===== config.mk =====
export PLATFORM = sky130hd
export DESIGN_NAME = dpi_call_arbiter
export DESIGN_NICKNAME = d
export VERILOG_FILES = /design/src/rtl/dpi_call_arbiter.sv
export SDC_FILE = /design/constraint.sdc
export NUM_CORES = 1
export LEC_CHECK = 0
export ABC_AREA = 1
export BUFFER_PORTS_ARGS = -buffer_cell sky130_fd_sc_hd__buf_2
export CAP_MARGIN = 20
export CORE_UTILIZATION = 51
export CTS_CLUSTER_SIZE = 24
export DETAILED_ROUTE_END_ITERATION = 12
export PLACE_DENSITY_LB_ADDON = 0.2
export SETUP_SLACK_MARGIN = 0.05
export SYNTH_ARGS = -nofsm -noshare
export SYNTH_HDL_FRONTEND = slang
export SYNTH_SLANG_ARGS = --single-unit

===== constraint.sdc =====
create_clock -name clk -period 6.7 [get_ports clk]
set_clock_uncertainty 0.2 [all_clocks]
set_input_delay 2.01 -clock clk [delete_from_list [all_inputs] [get_ports clk]]
set_output_delay 2.01 -clock clk [all_outputs]
set_load 0.01 [all_outputs]

===== src/rtl/dpi_call_arbiter.sv =====
// rtl/dpi_call_arbiter.sv - round-robin arbiter sharing one single-outstanding DPI call bridge
// Optional wait timeout enabled by defining DPI_CALL_TIMEOUT_EN.
module dpi_call_arbiter #(
  parameter int NUM_REQ = 4,
  parameter int OP_W    = 4,
  parameter int ARG_W   = 32,
  parameter int RES_W   = 32,
  parameter int TIMEOUT = 255
) (
  input  logic                     clk,
  input  logic                     rst_n,
  input  logic [NUM_REQ-1:0]       req_valid,
  input  logic [NUM_REQ*OP_W-1:0]  req_op,
  input  logic [NUM_REQ*ARG_W-1:0] req_arg,
  output logic [NUM_REQ-1:0]       req_ready,
  output logic [NUM_REQ-1:0]       req_done,
  output logic [RES_W-1:0]         req_result,
  output logic                     req_err,
  output logic                     call_valid,
  input  logic                     call_ready,
  output logic [OP_W-1:0]          call_op,
  output logic [ARG_W-1:0]         call_arg,
  input  logic                     rsp_valid,
  input  logic [RES_W-1:0]         rsp_data,
  output logic                     busy
);

  localparam int IDX_W = (NUM_REQ > 1) ? $clog2(NUM_REQ) : 1;

  typedef enum logic [1:0] {
    IDLE  = 2'd0,
    ISSUE = 2'd1,
    WAIT  = 2'd2,
    RESP  = 2'd3
  } state_t;

  state_t             state_q, state_d;
  logic [IDX_W-1:0]   rr_ptr_q, rr_ptr_d;
  logic [IDX_W-1:0]   gnt_q, gnt_d;
  logic [OP_W-1:0]    op_q, op_d;
  logic [ARG_W-1:0]   arg_q, arg_d;
  logic [RES_W-1:0]   result_q, result_d;

  logic               grant_found;
  logic [IDX_W-1:0]   grant_idx;
  logic [IDX_W-1:0]   scan_idx;

`ifdef DPI_CALL_TIMEOUT_EN
  localparam int CNT_W = 16;
  logic [CNT_W-1:0]   cnt_q, cnt_d;
  logic               err_q, err_d;
`endif

  function automatic logic [IDX_W-1:0] next_idx(input logic [IDX_W-1:0] i);
    if (i == IDX_W'(NUM_REQ - 1)) begin
      return '0;
    end
    return i + IDX_W'(1);
  endfunction

  // Scan upward from rr_ptr with wrap; first requester found wins.
  always_comb begin
    grant_found = 1'b0;
    grant_idx   = rr_ptr_q;
    scan_idx    = rr_ptr_q;
    for (int i = 0; i < NUM_REQ; i++) begin
      if (!grant_found && req_valid[scan_idx]) begin
        grant_found = 1'b1;
        grant_idx   = scan_idx;
      end
      scan_idx = next_idx(scan_idx);
    end
  end

  always_comb begin
    state_d  = state_q;
    rr_ptr_d = rr_ptr_q;
    gnt_d    = gnt_q;
    op_d     = op_q;
    arg_d    = arg_q;
    result_d = result_q;
`ifdef DPI_CALL_TIMEOUT_EN
    cnt_d    = cnt_q;
    err_d    = err_q;
`endif
    case (state_q)
      IDLE: begin
        if (grant_found) begin
          gnt_d   = grant_idx;
          op_d    = req_op[grant_idx*OP_W +: OP_W];
          arg_d   = req_arg[grant_idx*ARG_W +: ARG_W];
          state_d = ISSUE;
        end
      end
      ISSUE: begin
        // rsp_valid is deliberately not looked at here; the bridge answers after acceptance.
        if (call_ready) begin
          state_d = WAIT;
`ifdef DPI_CALL_TIMEOUT_EN
          cnt_d   = '0;
`endif
        end
      end
      WAIT: begin
        if (rsp_valid) begin
          result_d = rsp_data;
          state_d  = RESP;
`ifdef DPI_CALL_TIMEOUT_EN
          err_d    = 1'b0;
        end else if (cnt_q + CNT_W'(1) == CNT_W'(TIMEOUT)) begin
          result_d = '1;
          err_d    = 1'b1;
          state_d  = RESP;
        end else begin
          cnt_d    = cnt_q + CNT_W'(1);
`endif
        end
      end
      RESP: begin
        rr_ptr_d = next_idx(gnt_q);
        state_d  = IDLE;
      end
      default: state_d = IDLE;
    endcase
  end

  always_ff @(posedge clk or negedge rst_n) begin
    if (!rst_n) begin
      state_q  <= IDLE;
      rr_ptr_q <= '0;
      gnt_q    <= '0;
      op_q     <= '0;
      arg_q    <= '0;
      result_q <= '0;
`ifdef DPI_CALL_TIMEOUT_EN
      cnt_q    <= '0;
      err_q    <= 1'b0;
`endif
    end else begin
      state_q  <= state_d;
      rr_ptr_q <= rr_ptr_d;
      gnt_q    <= gnt_d;
      op_q     <= op_d;
      arg_q    <= arg_d;
      result_q <= result_d;
`ifdef DPI_CALL_TIMEOUT_EN
      cnt_q    <= cnt_d;
      err_q    <= err_d;
`endif
    end
  end

  always_comb begin
    req_ready  = '0;
    req_done   = '0;
    req_result = '0;
    if (state_q == IDLE && grant_found) begin
      req_ready = NUM_REQ'(1) << grant_idx;
    end
    if (state_q == RESP) begin
      req_done   = NUM_REQ'(1) << gnt_q;
      req_result = result_q;
    end
  end

`ifdef DPI_CALL_TIMEOUT_EN
  assign req_err = (state_q == RESP) ? err_q : 1'b0;
`else
  assign req_err = 1'b0;
`endif

  assign call_valid = (state_q == ISSUE);
  assign call_op    = (state_q != IDLE) ? op_q  : '0;
  assign call_arg   = (state_q != IDLE) ? arg_q : '0;
  assign busy       = (state_q != IDLE);

endmodule

After elaboration in Yosys (flattened, before gate mapping)

Index checks and enable logic that the tools add are counted.

Word-level logic and storage cells: 77
Output and inout bits: 79
Register bits: 74

Eq/ne operators: 10
Shift operators: 4
$add $sub $neg: 4
Mux-type cells: 37
Magnitude comparators: 4
Reductions and logical operators: 12

Operator list:

| operator              | count |
|---|---|
| $shiftx A128 B8 Y32   | 1 |
| $mux W32              | 2 |
| $mux W2               | 14 |
| $shiftx A16 B5 Y4     | 1 |
| $mux W1               | 13 |
| $eq A2 B2 Y1 const B  | 6 |
| $lt A2 B3 Y1 const B  | 4 |
| $mux W4               | 3 |
| $add A2 B1 Y2 const B | 4 |
| $bmux W1 S2           | 4 |
| $pmux W2 S4           | 1 |
| $shl A1 B2 Y4 const A | 2 |
| $logic_and A1 B1 Y1   | 4 |
| $ne A2 B2 Y1 const B  | 2 |
| $reduce_and A2 Y1     | 2 |
| $logic_not A1 Y1      | 3 |
| $reduce_and A3 Y1     | 1 |
| $eq A2 B1 Y1 const B  | 1 |
| $logic_not A2 Y1      | 1 |
| $ne A2 B1 Y1 const B  | 1 |
| $reduce_bool A2 Y1    | 1 |

Depth between registers and ports, before layout

Depth after elaboration: 15
Depth in mapped cells: 19
Mapped depth without buffers: 18

Least setup slack after synthesis

No wires, ideal clock.

Path type: input port to output port
From: input req_valid[1]
To: output req_ready[2]
Buffers on the path: 1
Slack: 1169 ps
Stages on the path: 12
Arrival: 3321 ps
Cells stage by stage: nand2_1 > nand3_1 > nand2_1 > inv_2 > nor2_4 > nand3_4 > nand3_1 > nand2_2 > nor2_1 > buf_2 > inv_2 > nor2_1

Longest elaborated chain between the ends: 14

Ends and longest elaborated chain:

| what                                                 | line     | source |
|---|---|---|
| start: declaration                                   | 12       | `input logic [NUM_REQ-1:0] req_valid,` |
| $bmux W1 S2                                          | 67       | `if (!grant_found && req_valid[scan_idx]) begin` |
| $mux W1 (implied by the code)                        | 67       |  |
| $mux W1                                              | 67       |  |
| $logic_not A1 Y1                                     | 67       |  |
| $logic_and A1 B1 Y1                                  | 67       |  |
| $mux W1                                              | 67       |  |
| $logic_not A1 Y1                                     | 67       |  |
| $logic_and A1 B1 Y1                                  | 67       |  |
| $mux W1                                              | 67       |  |
| $logic_not A1 Y1                                     | 67       |  |
| $logic_and A1 B1 Y1                                  | 67       |  |
| $mux W2 or $mux W1 (tied branches)                   | 67       |  |
| $shl A1 B2 Y4 or $logic_and A1 B1 Y1 (tied branches) | 158, 157 |  |
| $mux W4 (*)                                          | 157      | `if (state_q == IDLE && grant_found) begin` |
| end: declaration                                     | 15       | `output logic [NUM_REQ-1:0] req_ready,` |

Every way passes the cells marked *; elsewhere a longest branch is shown, timed or not. The select of a mux whose other input is x is not followed.

Worst setup path in the final report

From: input req_valid[1]
To: output req_ready[3]

The elaborated chain is that of the path after synthesis.

==> qor.txt <==
status: finished clean
top sig layer: met4
cell area after synthesis: 5460 µm²
gr ovfl total: 0
main combinational cell family by area after synthesis: simple AND/OR/NAND/NOR gates
Place WS: 0.829 ns
share of cells above drive strength 1: 30.5%
Most Frequent Cell on Critical Path: nand2_1
HP Class: reg -> reg
I/O pin cnt: 263
post-synth cell types: 28
Avg Cell Area, Syn: 6.38 µm²
Num CTS Buffers: 9
reg-to-reg critical path startpoint: rr_ptr_q[0]$_DFFE_PN0P_
Synth Area in XOR/XNOR: 0%
depth of the CTS H-tree: 3
Placeable Area: 10400 µm²
CP startpoint: req_valid[1]
ys async rst share: 100%
TritonCTS clock tree: done
Post-CTS Setup Bufs: 0
DRT Wirelength: 14200 µm
post-route minimum period: 5.89 ns
first-pass GRT wire length: 23900 µm
initial antenna violation count: 1
Mapped Cells: 856
post-synthesis sequential area ratio: 33.9%
post-synthesis adder-cell area fraction: 2.06%
Area contributors post-synth: dfrtp_1 (34%), nand2_1 (16%), inv_1 (15%), nand3_1 (14%), mux2_2 (6.6%)
Vias per Instance: 4.69
PnR worst setup slack: 0.807 ns
Routed Antenna Nets: 0
Final setup viols: 0
fmax: 170 MHz
Yosys reg bits: 74
Leak: 4.63 nW
slowest stage delay, CP: 0.30 ns
Critical Path Start Type: input port
clk slew on worst S/H paths: 0.07 ns
Total Die Area: 11100 µm²
Slew @ Worst Pin: 0.914 ns
synthesized net count: 1049
P&R area growth vs syn: 28.6%
routed len/inst: 11.5 µm
final hold vios: 0
Slew Limit Fails: 0
worst endpoint required time: 4.49 ns
CTS root buf: clkbuf_8
Finished Cell Area: 7020 µm²
largest net degree at the start of global routing: 75
setup_tns: 0 ns
RSZ-0062 raised after global routing: no
CTS sink count: 74
max cap viols: 0
Syn. warnings: 0
critical path's slowest cell: nand2_2
period utilisation layout: 87.9%
EDFF count, synth: 0
die span in x: 105 µm
Worst IR Drop VDD: 0.000364 V
met2 wire length: 6890 µm
CP Max Fanout: 20
number of port buffers: 261
CP Class: in -> out
Remaining DRCs: 0
Final nets: 1288
CTS max path bufs: 2
top_reg_cell synth: dfrtp_1
routability congestion estimate: 0.883
global-route usage over all layers: 26.5%
Post-DP HPWL: 10900 µm
metal3 WL: 890 µm
CTS Hold Bufs: 0
vias in the first global route: 5398
Worst slew margin: 39.0%
worst skew pair latency: 0.34 ns
final core utilization: 67.7%
DP Area: 6810 µm²
Synth Area in Compound Gates: 0.962%
post-synth top area share: 33.9%
initial core utilization: 52.7%
pwr/cell area: 550 nW/µm²
CTS resizes: 0
Pre-antenna DRT Iters: 5
Hold Crit Start: arg_q[7]$_DFFE_PN0P_
Die Span Y: 105 µm
Post-Synth Simple-Gate Area: 37.8%
Crit. End Element: output pin
cell taking the most area after synthesis: dfrtp_1
vias: 5806
Metal-1 WL: 6130 µm
# rows: 37
CP cell instances: buf_2, nand2_1, nand3_1, nand2_1, inv_2, nor2_4, nand3_4, nand2_1, nand2_2, nand2_2, nand2_1, nor2_1, buf_2
mux cell area share after synthesis: 6.60%
DR iter-0 viols: 346
Arr. time, crit path: 3.68 ns
-- final cells by class --
class | count | area (µm²)
well taps | 136 | 170
inverters | 218 | 818
diodes | 1 | 2.50
flip-flops and latches | 74 | 1850
clock buffers | 10 | 138
fillers | 999 | 3350
repair buffers | 269 | 1370
multi-input cells | 523 | 2600
clock inverters | 6 | 71.3
-- per-layer routing --
metal	GRT usage (%)	up-vias
li1	-	3009
met1	33.6	2536
met2	45.0	229
met3	4.45	32
met4	10.7	0
met5	0	-
-- critical path, delay by kind of cell --
kind	cells	cell delay, ns
and+or+nand+nor	10	1.35
buffers and inverters	3	0.32
-- synthesized netlist by cell type (4+ instances only) --
cell / instances
ha_1: 9
inv_1: 211
nand3_1: 155
dfrtp_1: 74
buf_2: 23
clkbuf_1: 10
mux2_2: 32
or2_0: 18
buf_1: 4
o21ai_0: 4
inv_2: 7
nand2_2: 6
nor2_1: 46
nand2_1: 239
-- placed cells by master (no fill, tap or decap) --
cell type and n:
buf_2 260, nor3_1 2, or2_1 2, clkbuf_8 10, diode_2 1, o21ai_4 1, nand3_1 155, inv_6 3
conb_1 1, inv_2 7, inv_1 211, ha_1 8, nand2_1 239, nand3_4 1, dfrtp_1 74, ha_2 1
nand2_2 6, nor2_2 1, nor2_4 1, o21ai_0 4, nand3_2 1, o31ai_1 1, buf_4 9, a21oi_1 2
bufinv_16 1, nor2_1 46, or2_0 18, mux2_2 32, clkinvlp_4 2, o22ai_1 1
-- worst paths after layout --
path / endpoint / slack (ns) / depth (start not counted)
min in group asynchronous: result_q[19]$_DFFE_PN0P_ / 1.59 / 1
worst min-delay path: arg_q[7]$_DFFE_PN0P_ / 0.28 / 2
worst max register to register: arg_q[8]$_DFFE_PN0P_ / 3.09 / 16
worst min register to register: arg_q[7]$_DFFE_PN0P_ / 0.28 / 2
max in group asynchronous: arg_q[6]$_DFFE_PN0P_ / 4.10 / 1
worst max-delay path: req_ready[3] / 0.81 / 13
-- power breakdown --
group	switching [mW]	internal, mW
clock network	0.173	0.186
registers	0.121	0.683
logic	1.75	0.948
-- cells by family (layout without fill, tap and decap cells) --
logic type,Yosys count,count (layout)
simple gates,472,472
buf+inv,259,503
flops,74,74
mux,32,32
fa+ha+maj,9,9
compound gates,9,9
other cells,1,2
-- through the flow --
stage | cells | hold WS [ns] | power, mW
floorplan | 856 | 0.249 | 2.86
global placement | 1220 | 0.263 | 3.46
detailed placement | 1220 | 0.266 | 3.50
CTS | 1236 | 0.285 | 3.88
global route | 1237 | 0.305 | 4.28
finish | 1237 | 0.282 | 3.86
-- state kept, by name, indices dropped and copies added, names as in the netlist --
signal and flops:
arg_q 32, result_q 32, op_q 4, gnt_q 2, rr_ptr_q 2, state_q 2
(Power assumes the default switching activity.)
